--- src/rtl/riscv_pkg.sv ---
// Shared definitions for the RV32I multi-cycle control unit.
//   - opcode constants for the nine RV32I instruction classes
//   - alu_control, imm_sel, WBsel and trap_cause encodings
//   - instruction-class and controller-state enums
//   - alu_from_funct3: ALU operation for OP / OP-IMM given funct3 and the alternate bit
package riscv_pkg;

    // Opcodes (instr[6:0])
    localparam logic [6:0] OPC_LUI    = 7'b0110111;
    localparam logic [6:0] OPC_AUIPC  = 7'b0010111;
    localparam logic [6:0] OPC_JAL    = 7'b1101111;
    localparam logic [6:0] OPC_JALR   = 7'b1100111;
    localparam logic [6:0] OPC_BRANCH = 7'b1100011;
    localparam logic [6:0] OPC_LOAD   = 7'b0000011;
    localparam logic [6:0] OPC_STORE  = 7'b0100011;
    localparam logic [6:0] OPC_OP_IMM = 7'b0010011;
    localparam logic [6:0] OPC_OP     = 7'b0110011;

    // alu_control encodings
    localparam logic [3:0] ALU_ADD  = 4'd0;
    localparam logic [3:0] ALU_SUB  = 4'd1;
    localparam logic [3:0] ALU_SLL  = 4'd2;
    localparam logic [3:0] ALU_SLT  = 4'd3;
    localparam logic [3:0] ALU_XOR  = 4'd4;
    localparam logic [3:0] ALU_SRL  = 4'd5;
    localparam logic [3:0] ALU_OR   = 4'd6;
    localparam logic [3:0] ALU_AND  = 4'd7;
    localparam logic [3:0] ALU_SRA  = 4'd8;
    localparam logic [3:0] ALU_SLTU = 4'd9;
    localparam logic [3:0] ALU_LUI  = 4'd15;

    // imm_sel encodings
    localparam logic [2:0] IMM_I = 3'd0;
    localparam logic [2:0] IMM_S = 3'd1;
    localparam logic [2:0] IMM_B = 3'd2;
    localparam logic [2:0] IMM_U = 3'd3;
    localparam logic [2:0] IMM_J = 3'd4;

    // WBsel encodings
    localparam logic [1:0] WB_MEM = 2'd0;
    localparam logic [1:0] WB_ALU = 2'd1;
    localparam logic [1:0] WB_PC4 = 2'd2;

    // trap_cause encodings
    localparam logic [1:0] CAUSE_NONE    = 2'd0;
    localparam logic [1:0] CAUSE_ILLEGAL = 2'd1;
    localparam logic [1:0] CAUSE_TIMEOUT = 2'd2;

    typedef enum logic [3:0] {
        C_LUI,
        C_AUIPC,
        C_JAL,
        C_JALR,
        C_BRANCH,
        C_LOAD,
        C_STORE,
        C_OP_IMM,
        C_OP,
        C_ILLEGAL
    } instr_class_t;

    typedef enum logic [2:0] {
        S_RESET,
        S_FETCH,
        S_DECODE,
        S_EXEC,
        S_MEM,
        S_WB,
        S_TRAP
    } state_t;

    // alt selects SUB over ADD (funct3=000) and SRA over SRL (funct3=101).
    function automatic logic [3:0] alu_from_funct3(input logic [2:0] funct3, input logic alt);
        logic [3:0] op;
        case (funct3)
            3'b000:  op = alt ? ALU_SUB : ALU_ADD;
            3'b001:  op = ALU_SLL;
            3'b010:  op = ALU_SLT;
            3'b011:  op = ALU_SLTU;
            3'b100:  op = ALU_XOR;
            3'b101:  op = alt ? ALU_SRA : ALU_SRL;
            3'b110:  op = ALU_OR;
            default: op = ALU_AND;
        endcase
        return op;
    endfunction

endpackage

--- src/rtl/instr_decoder.sv ---
// Combinational RV32I instruction decoder.
// Ports:
//   instr        in  32  IR contents
//   iclass       out     instruction class (C_ILLEGAL for unknown opcodes)
//   alu_control  out  4  ALU operation for the class
//   imm_sel      out  3  immediate format for the class
//   illegal      out  1  opcode is not one of the nine RV32I classes
module instr_decoder
    import riscv_pkg::*;
(
    input  logic [31:0]  instr,
    output instr_class_t iclass,
    output logic [3:0]   alu_control,
    output logic [2:0]   imm_sel,
    output logic         illegal
);

    logic [6:0] opcode;
    logic [2:0] funct3;
    logic       alt;

    assign opcode = instr[6:0];
    assign funct3 = instr[14:12];
    assign alt    = instr[30];

    // Register and immediate fields are consumed by the datapath, not here.
    logic unused_fields;
    assign unused_fields = ^{instr[31], instr[29:15], instr[11:7]};

    always_comb begin
        iclass      = C_ILLEGAL;
        alu_control = ALU_ADD;
        imm_sel     = IMM_I;
        illegal     = 1'b0;
        case (opcode)
            OPC_LUI: begin
                iclass      = C_LUI;
                alu_control = ALU_LUI;
                imm_sel     = IMM_U;
            end
            OPC_AUIPC: begin
                iclass  = C_AUIPC;
                imm_sel = IMM_U;
            end
            OPC_JAL: begin
                iclass  = C_JAL;
                imm_sel = IMM_J;
            end
            OPC_JALR:   iclass = C_JALR;
            OPC_BRANCH: begin
                iclass  = C_BRANCH;
                imm_sel = IMM_B;
            end
            OPC_LOAD:   iclass = C_LOAD;
            OPC_STORE: begin
                iclass  = C_STORE;
                imm_sel = IMM_S;
            end
            OPC_OP_IMM: begin
                // instr[30] is part of the immediate except for SRAI.
                iclass      = C_OP_IMM;
                alu_control = alu_from_funct3(funct3, (funct3 == 3'b101) && alt);
            end
            OPC_OP: begin
                iclass      = C_OP;
                alu_control = alu_from_funct3(funct3, alt);
            end
            default:    illegal = 1'b1;
        endcase
    end

endmodule

--- src/rtl/multicycle_controller.sv ---
// Multi-cycle RV32I control unit: FETCH/DECODE/EXEC/MEM/WB sequencing over a shared
// valid/ready memory port, illegal-opcode and memory-timeout traps, retired-instruction count.
// Ports:
//   clk, rst_n            clock, asynchronous active-low reset
//   instr                 IR contents held by the datapath
//   BrEq, BrLt            branch comparator results
//   mem_ready             memory completes the current request this cycle
//   mem_req, MemRW        memory request valid, 1 = store
//   iaddr_sel             memory address from PC (1) or ALU (0)
//   ir_wen, pc_wen        IR / PC load enables
//   PCsel                 0 = PC+4, 1 = ALU result
//   RegWEn, WBsel         register write enable and write-back source
//   imm_sel, Asel, Bsel   immediate format and ALU operand selects
//   BrUn, alu_control     unsigned compare, ALU operation
//   trap, trap_cause      sticky error flag and its cause
//   instret               retired-instruction counter (wraps)
module multicycle_controller
    import riscv_pkg::*;
#(
    parameter int unsigned MEM_TIMEOUT = 16,
    parameter int unsigned CNT_WIDTH   = 32
) (
    input  logic                 clk,
    input  logic                 rst_n,
    input  logic [31:0]          instr,
    input  logic                 BrEq,
    input  logic                 BrLt,
    input  logic                 mem_ready,
    output logic                 mem_req,
    output logic                 MemRW,
    output logic                 iaddr_sel,
    output logic                 ir_wen,
    output logic                 pc_wen,
    output logic                 PCsel,
    output logic                 RegWEn,
    output logic [2:0]           imm_sel,
    output logic                 Asel,
    output logic                 Bsel,
    output logic                 BrUn,
    output logic [1:0]           WBsel,
    output logic [3:0]           alu_control,
    output logic                 trap,
    output logic [1:0]           trap_cause,
    output logic [CNT_WIDTH-1:0] instret
);

    localparam int unsigned WAIT_W = (MEM_TIMEOUT > 1) ? $clog2(MEM_TIMEOUT + 1) : 1;
    // Value of the wait counter on the last cycle allowed to go without mem_ready.
    localparam logic [WAIT_W-1:0] WAIT_LAST = WAIT_W'(MEM_TIMEOUT - 1);

    state_t               state_q, state_d;
    logic [WAIT_W-1:0]    wait_q, wait_d;
    logic [1:0]           cause_q, cause_d;
    logic [CNT_WIDTH-1:0] instret_q, instret_d;

    instr_class_t dec_class;
    logic [3:0]   dec_alu;
    logic [2:0]   dec_imm;
    logic         dec_illegal;

    instr_decoder u_decoder (
        .instr       (instr),
        .iclass      (dec_class),
        .alu_control (dec_alu),
        .imm_sel     (dec_imm),
        .illegal     (dec_illegal)
    );

    logic [2:0] funct3;
    logic       use_pc_a, use_imm_b, is_load, is_store, is_jump, is_branch;
    logic       br_taken, timeout_hit, retire;

    assign funct3    = instr[14:12];
    assign use_pc_a  = (dec_class == C_AUIPC) || (dec_class == C_JAL) || (dec_class == C_BRANCH);
    assign use_imm_b = (dec_class != C_OP);
    assign is_load   = (dec_class == C_LOAD);
    assign is_store  = (dec_class == C_STORE);
    assign is_jump   = (dec_class == C_JAL) || (dec_class == C_JALR);
    assign is_branch = (dec_class == C_BRANCH);

    // Undefined funct3 (010, 011) is never taken.
    always_comb begin
        case (funct3)
            3'b000:         br_taken = BrEq;
            3'b001:         br_taken = !BrEq;
            3'b100, 3'b110: br_taken = BrLt;
            3'b101, 3'b111: br_taken = !BrLt;
            default:        br_taken = 1'b0;
        endcase
    end

    // mem_ready on the limit cycle still completes the request.
    assign timeout_hit = (MEM_TIMEOUT != 0) && !mem_ready && (wait_q == WAIT_LAST);

    always_comb begin
        state_d     = state_q;
        cause_d     = cause_q;
        retire      = 1'b0;
        mem_req     = 1'b0;
        MemRW       = 1'b0;
        iaddr_sel   = 1'b0;
        ir_wen      = 1'b0;
        pc_wen      = 1'b0;
        PCsel       = 1'b0;
        RegWEn      = 1'b0;
        imm_sel     = IMM_I;
        Asel        = 1'b0;
        Bsel        = 1'b0;
        BrUn        = 1'b0;
        WBsel       = WB_MEM;
        alu_control = ALU_ADD;
        trap        = 1'b0;
        trap_cause  = CAUSE_NONE;

        unique case (state_q)
            S_RESET: state_d = S_FETCH;

            S_FETCH: begin
                mem_req   = 1'b1;
                iaddr_sel = 1'b1;
                if (mem_ready) begin
                    ir_wen  = 1'b1;
                    state_d = S_DECODE;
                end else if (timeout_hit) begin
                    cause_d = CAUSE_TIMEOUT;
                    state_d = S_TRAP;
                end
            end

            S_DECODE: begin
                if (dec_illegal) begin
                    cause_d = CAUSE_ILLEGAL;
                    state_d = S_TRAP;
                end else begin
                    state_d = S_EXEC;
                end
            end

            S_EXEC: begin
                imm_sel     = dec_imm;
                Asel        = use_pc_a;
                Bsel        = use_imm_b;
                alu_control = dec_alu;
                if (is_branch) begin
                    BrUn    = (funct3[2:1] == 2'b11);
                    PCsel   = br_taken;
                    pc_wen  = 1'b1;
                    retire  = 1'b1;
                    state_d = S_FETCH;
                end else if (is_load || is_store) begin
                    state_d = S_MEM;
                end else begin
                    state_d = S_WB;
                end
            end

            S_MEM: begin
                // Address comes from the ALU, so its controls stay put.
                mem_req     = 1'b1;
                MemRW       = is_store;
                imm_sel     = dec_imm;
                Asel        = use_pc_a;
                Bsel        = use_imm_b;
                alu_control = dec_alu;
                if (mem_ready) begin
                    if (is_store) begin
                        pc_wen  = 1'b1;
                        retire  = 1'b1;
                        state_d = S_FETCH;
                    end else begin
                        state_d = S_WB;
                    end
                end else if (timeout_hit) begin
                    cause_d = CAUSE_TIMEOUT;
                    state_d = S_TRAP;
                end
            end

            S_WB: begin
                RegWEn  = 1'b1;
                pc_wen  = 1'b1;
                retire  = 1'b1;
                state_d = S_FETCH;
                if (is_load) begin
                    WBsel = WB_MEM;
                end else if (is_jump) begin
                    // Jump target is computed by the ALU while PC+4 is written back.
                    WBsel       = WB_PC4;
                    PCsel       = 1'b1;
                    imm_sel     = dec_imm;
                    Asel        = use_pc_a;
                    Bsel        = use_imm_b;
                    alu_control = dec_alu;
                end else begin
                    WBsel = WB_ALU;
                end
            end

            S_TRAP: begin
                trap       = 1'b1;
                trap_cause = cause_q;
            end

            default: state_d = S_RESET;
        endcase
    end

    // Any cycle that is not an unanswered request clears the counter, which also
    // covers entry into S_FETCH / S_MEM.
    assign wait_d    = (mem_req && !mem_ready) ? wait_q + 1'b1 : '0;
    assign instret_d = retire ? instret_q + CNT_WIDTH'(1) : instret_q;
    assign instret   = instret_q;

    always_ff @(posedge clk or negedge rst_n) begin
        if (!rst_n) begin
            state_q   <= S_RESET;
            wait_q    <= '0;
            cause_q   <= CAUSE_NONE;
            instret_q <= '0;
        end else begin
            state_q   <= state_d;
            wait_q    <= wait_d;
            cause_q   <= cause_d;
            instret_q <= instret_d;
        end
    end

endmodule
--- config.mk ---
export PLATFORM = sky130hd
export DESIGN_NAME = multicycle_controller
export DESIGN_NICKNAME = d
export VERILOG_FILES = /design/src/rtl/riscv_pkg.sv /design/src/rtl/instr_decoder.sv /design/src/rtl/multicycle_controller.sv
export SDC_FILE = /design/constraint.sdc
export NUM_CORES = 1
export LEC_CHECK = 0
export CAP_MARGIN = 20
export CORE_MARGIN = 10
export CORE_UTILIZATION = 42
export CTS_BUF_LIST = sky130_fd_sc_hd__clkbuf_8
export DETAILED_ROUTE_END_ITERATION = 10
export GPL_TIMING_DRIVEN = 0
export PLACE_DENSITY = 0.89
export SLEW_MARGIN = 30
export SYNTH_ARGS = -nofsm -noshare
export SYNTH_HDL_FRONTEND = slang
export SYNTH_SLANG_ARGS = --single-unit
--- constraint.sdc ---
create_clock -name clk -period 1.87 [get_ports clk]
set_input_delay 0.374 -clock clk [delete_from_list [all_inputs] [get_ports clk]]
set_output_delay 0.374 -clock clk [all_outputs]
set_load 0.02 [all_outputs]
# Word level (Yosys, flattened, before mapping)
# Cells that the tools add are included.
[totals] register_bits=42 elab_cells=117 out_inout_bits=54
[op_classes] n_mux=56 eq_ne=34 reduce_logical=21 add_sub_neg=2
[ops] operator="4-bit one-hot mux with 7 select lines" count=2
[ops] operator="4-bit one-hot mux with 9 select lines" count=1
[ops] operator="32-bit by 1-bit adder with 32-bit output (second input constant)" count=1
[ops] operator="3-bit 2-to-1 mux" count=8
[ops] operator="1-bit 2-to-1 mux" count=22
[ops] operator="3-bit equality test (second input constant)" count=7
[ops] operator="7-bit by 6-bit equality test with 1-bit output (second input constant)" count=3
[ops] operator="7-bit equality test (second input constant)" count=3
[ops] operator="3-bit one-hot mux with 6 select lines" count=1
[ops] operator="4-bit 2-to-1 mux" count=4
[ops] operator="7-bit by 5-bit equality test with 1-bit output (second input constant)" count=2
[ops] operator="2-bit 2-to-1 mux" count=7
[ops] operator="3-bit by 2-bit equality test with 1-bit output (second input constant)" count=4
[ops] operator="4-bit by 3-bit equality test with 1-bit output (second input constant)" count=3
[ops] operator="3-bit one-hot mux with 4 select lines" count=1
[ops] operator="4-bit one-hot mux with 3 select lines" count=1
[ops] operator="2-bit OR reduction" count=6
[ops] operator="9-bit OR reduction" count=1
[ops] operator="4-bit by 2-bit equality test with 1-bit output (second input constant)" count=2
[ops] operator="4-bit one-hot mux with 2 select lines" count=1
[ops] operator="7-bit by 2-bit equality test with 1-bit output (second input constant)" count=1
[ops] operator="3-bit by 1-bit equality test with 1-bit output (second input constant)" count=2
[ops] operator="3-bit logical NOT" count=2
[ops] operator="1-bit one-hot mux with 2 select lines" count=3
[ops] operator="17 further kinds" count=25

# Logic depth before layout (Yosys ltp)
# Gate-level depths: netlist (run 1).
[logic_depth] ltp_word=8 ltp_mapped=8 depth_no_buf=6

# Hierarchy
# A second synthesis (run 1) with hierarchy kept.
[unflattened] hier_cells=289 hier_area_um2=2631.3
[modules_own_cells] mod="multicycle_controller" seq_area_each_um2=1051.0 cells_per_inst=235 area_each_um2=2304.7 n_inst=1
[modules_own_cells] mod="instr_decoder" seq_area_each_um2=0.0 cells_per_inst=54 area_each_um2=326.6 n_inst=1

# Worst setup path after synthesis (run 1)
# Ideal clock, no wire load.
[synth_path] path_type="in2out" start="in instr[5]" end="out imm_sel[1]" slack_ns=-0.327 t_required_ns=1.496 cell_stages=6 t_arrival_ns=1.823 path_cell_list="buf_2 > and3b_1 > nand4_1 > a21o_1 > a21o_1 > nor3_1"
[synth_via] elab_chain_cells=7 elab_cells_between_ends=19
[synth_rtl] element="start, declared" line_no="multicycle_controller.sv:25" source="input logic [31:0] instr,"
[synth_rtl] element="7-bit by 6-bit equality test with 1-bit output (tied with other cells)" line_no="instr_decoder.sv:35" source="case (opcode)"
[synth_rtl] element="4-bit one-hot mux with 9 select lines" line_no="instr_decoder.sv:35"
[synth_rtl] element="4-bit by 2-bit equality test with 1-bit output" line_no="multicycle_controller.sv:78" source="assign is_jump = (dec_class == C_JAL) || (dec_class == C_JALR);"
[synth_rtl] element="1-bit logical OR" line_no="multicycle_controller.sv:78"
[synth_rtl] element="3-bit 2-to-1 mux" line_no="multicycle_controller.sv:186" source="end else if (is_jump) begin"
[synth_rtl] element="3-bit 2-to-1 mux" line_no="multicycle_controller.sv:184" source="if (is_load) begin"
[synth_rtl] element="3-bit one-hot mux with 2 select lines (*)" line_no="multicycle_controller.sv:115" source="unique case (state_q)"
[synth_rtl] element="end, declared" line_no="multicycle_controller.sv:36" source="output logic [2:0] imm_sel,"
# Every way passes the cells marked *; elsewhere a longest branch is shown, timed or not.

# Worst setup path after layout (run 1)
[layout_path] start="reg state_q[2]" end="out pc_wen"
[layout_via] elab_chain_cells=2 elab_cells_between_ends=4
[layout_rtl] element="start, declared" line_no="multicycle_controller.sv:51" source="state_t state_q, state_d;"
[layout_rtl] element="start signal, assigned" line_no="multicycle_controller.sv:221" source="state_q <= state_d;"
[layout_rtl] element="3-bit equality test / 3-bit by 2-bit equality test with 1-bit output (equally long branches)" line_no="multicycle_controller.sv:115"
[layout_rtl] element="1-bit one-hot mux with 3 select lines (*)" line_no="multicycle_controller.sv:115"
[layout_rtl] element="end, declared" line_no="multicycle_controller.sv:33" source="output logic pc_wen,"
# Marked as above.

==> summary.md, run 1 <==
| Metric | Value |
|---|---|
| Share of the core filled with cells in the final layout | `0.6826` |
| Number of routed nets with antenna violations | `0` |
| Insertion delay of the later-clocked pin in the worst-skew pair | `300 ps` |
| Worst-path cell chain | `nand3b_1 -> buf_6 -> nor4_4 -> buf_4 -> a21oi_4 -> clkinv_4 -> buf_8 -> buf_6` |
| Failing checks | `negative setup slack` |
| Hold bufs inserted after CTS | `0` |
| Cell repeated most along the worst path | `sky130_fd_sc_hd__buf_6` |
| Layout cell share with drive strength beyond 1 | `0.3504` |
| Power Dens Cells | `897.3 nW/um^2` |
| Worst slack on hold paths | `36.24 ps` |
| Layout overhead on the synthesized area | `58.96%` |
| Crit end category | `primary output` |
| Routed wirelength normalized by instance count | `19.41 um` |
| Flops & latches, synth | `42` |
| Number of DRC markers after the initial detailed-route iteration | `144` |
| Horiz. Die Dim | `97.58 um` |
| Kind of critical path | `reg -> out` |
| Setup repair after global routing missed its margin | `true` |
| Sequential fraction of the synthesis area | `0.4158` |
| Initial cell density of the core | `0.4294` |
| Setup-failing EPs final | `23` |
| Cell area after technology mapping | `2527 sq um` |
| DRC violation count after routing | `0` |
| Die Span Y | `97.58 um` |
| Number of buffers on the longest clock path | `2` |
| Largest stage delay on the critical path | `390 ps` |
| Nets | `410` |
| Cell leakage power | `1.794 nW` |
| Wire length of the first global-routing pass | `13250 um` |
| H-tree depth reported by CTS | `2` |
| Largest net degree at the start of global routing | `25` |
| Clock skew | `5.555 ps` |
| Synth warnings | `0` |
| Slew of the pin with the lowest slew margin | `504.2 ps` |
| Leading cell type in the layout, fill and taps excluded | `sky130_fd_sc_hd__dfrtp_1` |
| Data required time at the worst endpoint | `1500 ps` |
| Min cycle time layout | `2148 ps` |
| Die outline area | `9521 sq um` |
| Total clock sinks | `42` |
| Final Max Tran Viols | `0` |
| Via density per instance | `5.872` |
| Root buf cell | `sky130_fd_sc_hd__clkbuf_8` |
| Max cap viols | `0` |
| Antenna cells | `0` |
| Number of global-route vias before repair | `2660` |
| Number of CTS-inserted buffers | `5` |
| Iteration count of the initial detailed-routing pass | `4` |
| GRT met2 Usage | `0.2754` |
| Run status | `finished, violations left` |
| F_max | `465.6 MHz` |
| Worst reg-to-reg setup slack | `-70 ps` |
| Kind of start point of the critical path | `flip-flop` |
| EDFF count, synth | `0` |
| Initial antenna violation count | `0` |
| Count of final hold-check violations | `0` |
| Critical Path Slowest Stage Cell | `sky130_fd_sc_hd__dfrtp_1` |
| Slew headroom | `0.6638` |
| Maximum fanout along the worst path | `2` |
| Routing layer with the top usage in global route | `met2` |
| Met1 track demand over resource | `0.1854` |
| Final weighted congestion in routability-driven placement | `0.8996` |
| Type of the most critical hold path | `in -> async` |
| GRT Total Usage | `0.1620` |
| Final Routed Wirelength | `8655 um` |
| Clock input transition at the sequential cells of the worst setup and hold paths | `80 ps` |
| Setup ws final | `-277.6 ps` |
| Core area | `5886 sq um` |
| Number of unique standard cell types used by synthesis | `53` |
| Worst VDD drop | `0.0006737 V` |
| Clock tree from TritonCTS | `yes` |
| Total congestion overflow | `0` |
| Commonest cells after routing, fill and taps aside | `sky130_fd_sc_hd__dfrtp_1 (41), sky130_fd_sc_hd__buf_4 (35), sky130_fd_sc_hd__clkdlybuf4s50_1 (34), sky130_fd_sc_hd__xnor2_1 (30), sky130_fd_sc_hd__buf_6 (25)` |
| Dominant synthesized flop cell | `sky130_fd_sc_hd__dfrtp_1` |
| Proportion of register bits with asynchronous set or reset after synthesis | `1.000` |
| Post-synth net total | `303` |
| Top-Level Pins | `91` |
| Global-route track usage on met3 | `0.04908` |
| Worst path arrival time | `1770 ps` |
| Site row count | `28` |
| Number of instances in the synthesized netlist | `263` |
| Post-synthesis average cell area | `9.610 sq um` |
| Estimated wirelength of the detail-placed design | `5413 um` |
| Post-place setup slack | `-1424 ps` |
| Share of the clock period used by the worst path | `1.148` |
| Number of I/O port buffers | `63` |
| Routed via count | `2619` |
-- repair_timing --
item / CTS / global route
pin swaps: 15 / 18
setup buffers: 25 / 14
endpoints found under the setup margin: 54 / 43
resized for setup: 167 / 54
-- synth_stat cells, drive strengths merged (4+ instances only) --
cell type,number,area [sq um]
nand2b,4,32.53
nand3,14,70.07
inv,7,26.28
o21ai,7,35.03
a21oi,7,38.79
buf,6,38.79
and3,13,81.33
xor2,6,52.55
nor2,19,71.32
xnor2,31,271.5
nor4,9,86.33
clkbuf,7,26.28
nor3,6,30.03
nand4,17,106.4
dfrtp,42,1051
nand2,21,81.33
a21o,4,30.03
-- metrics by stage --
stage	std cells	area, sq um	TNS [ps]	total power [W]
6_report	446	4018	-2594	0.003605
5_1_grt	446	4018	-5005	0.003767
4_1_cts	433	3749	-1711	0.003197
3_5_place_dp	402	3346	-37840	0.002280
3_3_place_gp	401	3323	-61630	0.002236
2_1_floorplan	263	2599	-980.1	0.001817
-- final cells by class --
cell class / count / area, sq um
fillers: 420 / 1868
multi-input cells: 200 / 1679
flip-flops and latches: 42 / 1052
repair buffers: 102 / 943.4
plain buffers: 11 / 110.1
well taps: 75 / 93.84
clock buffers: 6 / 82.58
inverters: 8 / 43.79
clock inverters: 2 / 12.51
-- state kept, by name, summed over array words and instances, names as in the netlist --
| name | flops |
|---|---|
| instret | 32 |
| state_q | 3 |
| cause_q | 2 |
| wait_q | 5 |
-- logic make-up after synthesis --
logic type	share of synthesized area
and+or+nand+nor	0.2777
buffers and inverters	0.03812
AOI/OAI and AO/OA	0.1213
muxes	0.003961
DFF	0.4158
xor gates and xnor gates	0.1282
adders and majority gates	0.01485
-- routing by layer --
layer  part of all wire  vias to the layer above
met5                  0                        -
met4              0.040                        0
met3              0.081                       40
met2               0.50                      146
met1               0.38                     1265
li1                   -                     1168
-- critical path: cells and delay by family, from the launching register on --
| kind | cells | cell delay, ps |
|---|---|---|
| buffers and inverters | 5 | 630 |
| and+or+nand+nor | 2 | 420 |
| DFF | 1 | 390 |
| AOI/OAI and AO/OA | 1 | 40 |
-- final timing paths --
| kind | startpoint | to | cells after the start |
|---|---|---|---|
| max in group asynchronous | rst_n | instret[4]$_DFFE_PN0P_ | 2 |
| max | state_q[2]$_DFFE_PN0N_ | pc_wen | 8 |
| max reg2reg | state_q[2]$_DFFE_PN0N_ | instret[22]$_DFFE_PN0P_ | 8 |
| min in group clk | wait_q[0]$_DFF_PN0_ | wait_q[0]$_DFF_PN0_ | 1 |
| min reg2reg | wait_q[0]$_DFF_PN0_ | wait_q[0]$_DFF_PN0_ | 1 |
| min | rst_n | instret[29]$_DFFE_PN0P_ | 1 |
-- report_power, final --
part / switching (W) / internal, W / leakage [nW] / total, W
Combinational: 0.000990 / 0.000888 / 1.18 / 0.00188
Clock: 0.000322 / 0.000297 / 0.0472 / 0.000619
Sequential: 0.000102 / 0.00101 / 0.568 / 0.00111
Total: 0.00141 / 0.00219 / 1.79 / 0.00361
Note: power is estimated with default switching activity, not from simulation.
==> inputs of run 2 (changes only) <==
CAP_MARGIN = 25   (was 20)
==> results of run 2 <==
Final layout, timing and power as in run 1 (identical DEF).
==> inputs of run 3 (changes only) <==
ABC_CLOCK_PERIOD_IN_PS = 1870   (was default)
==> results of run 3 <==
Final layout, timing and power as in run 1 (identical DEF).
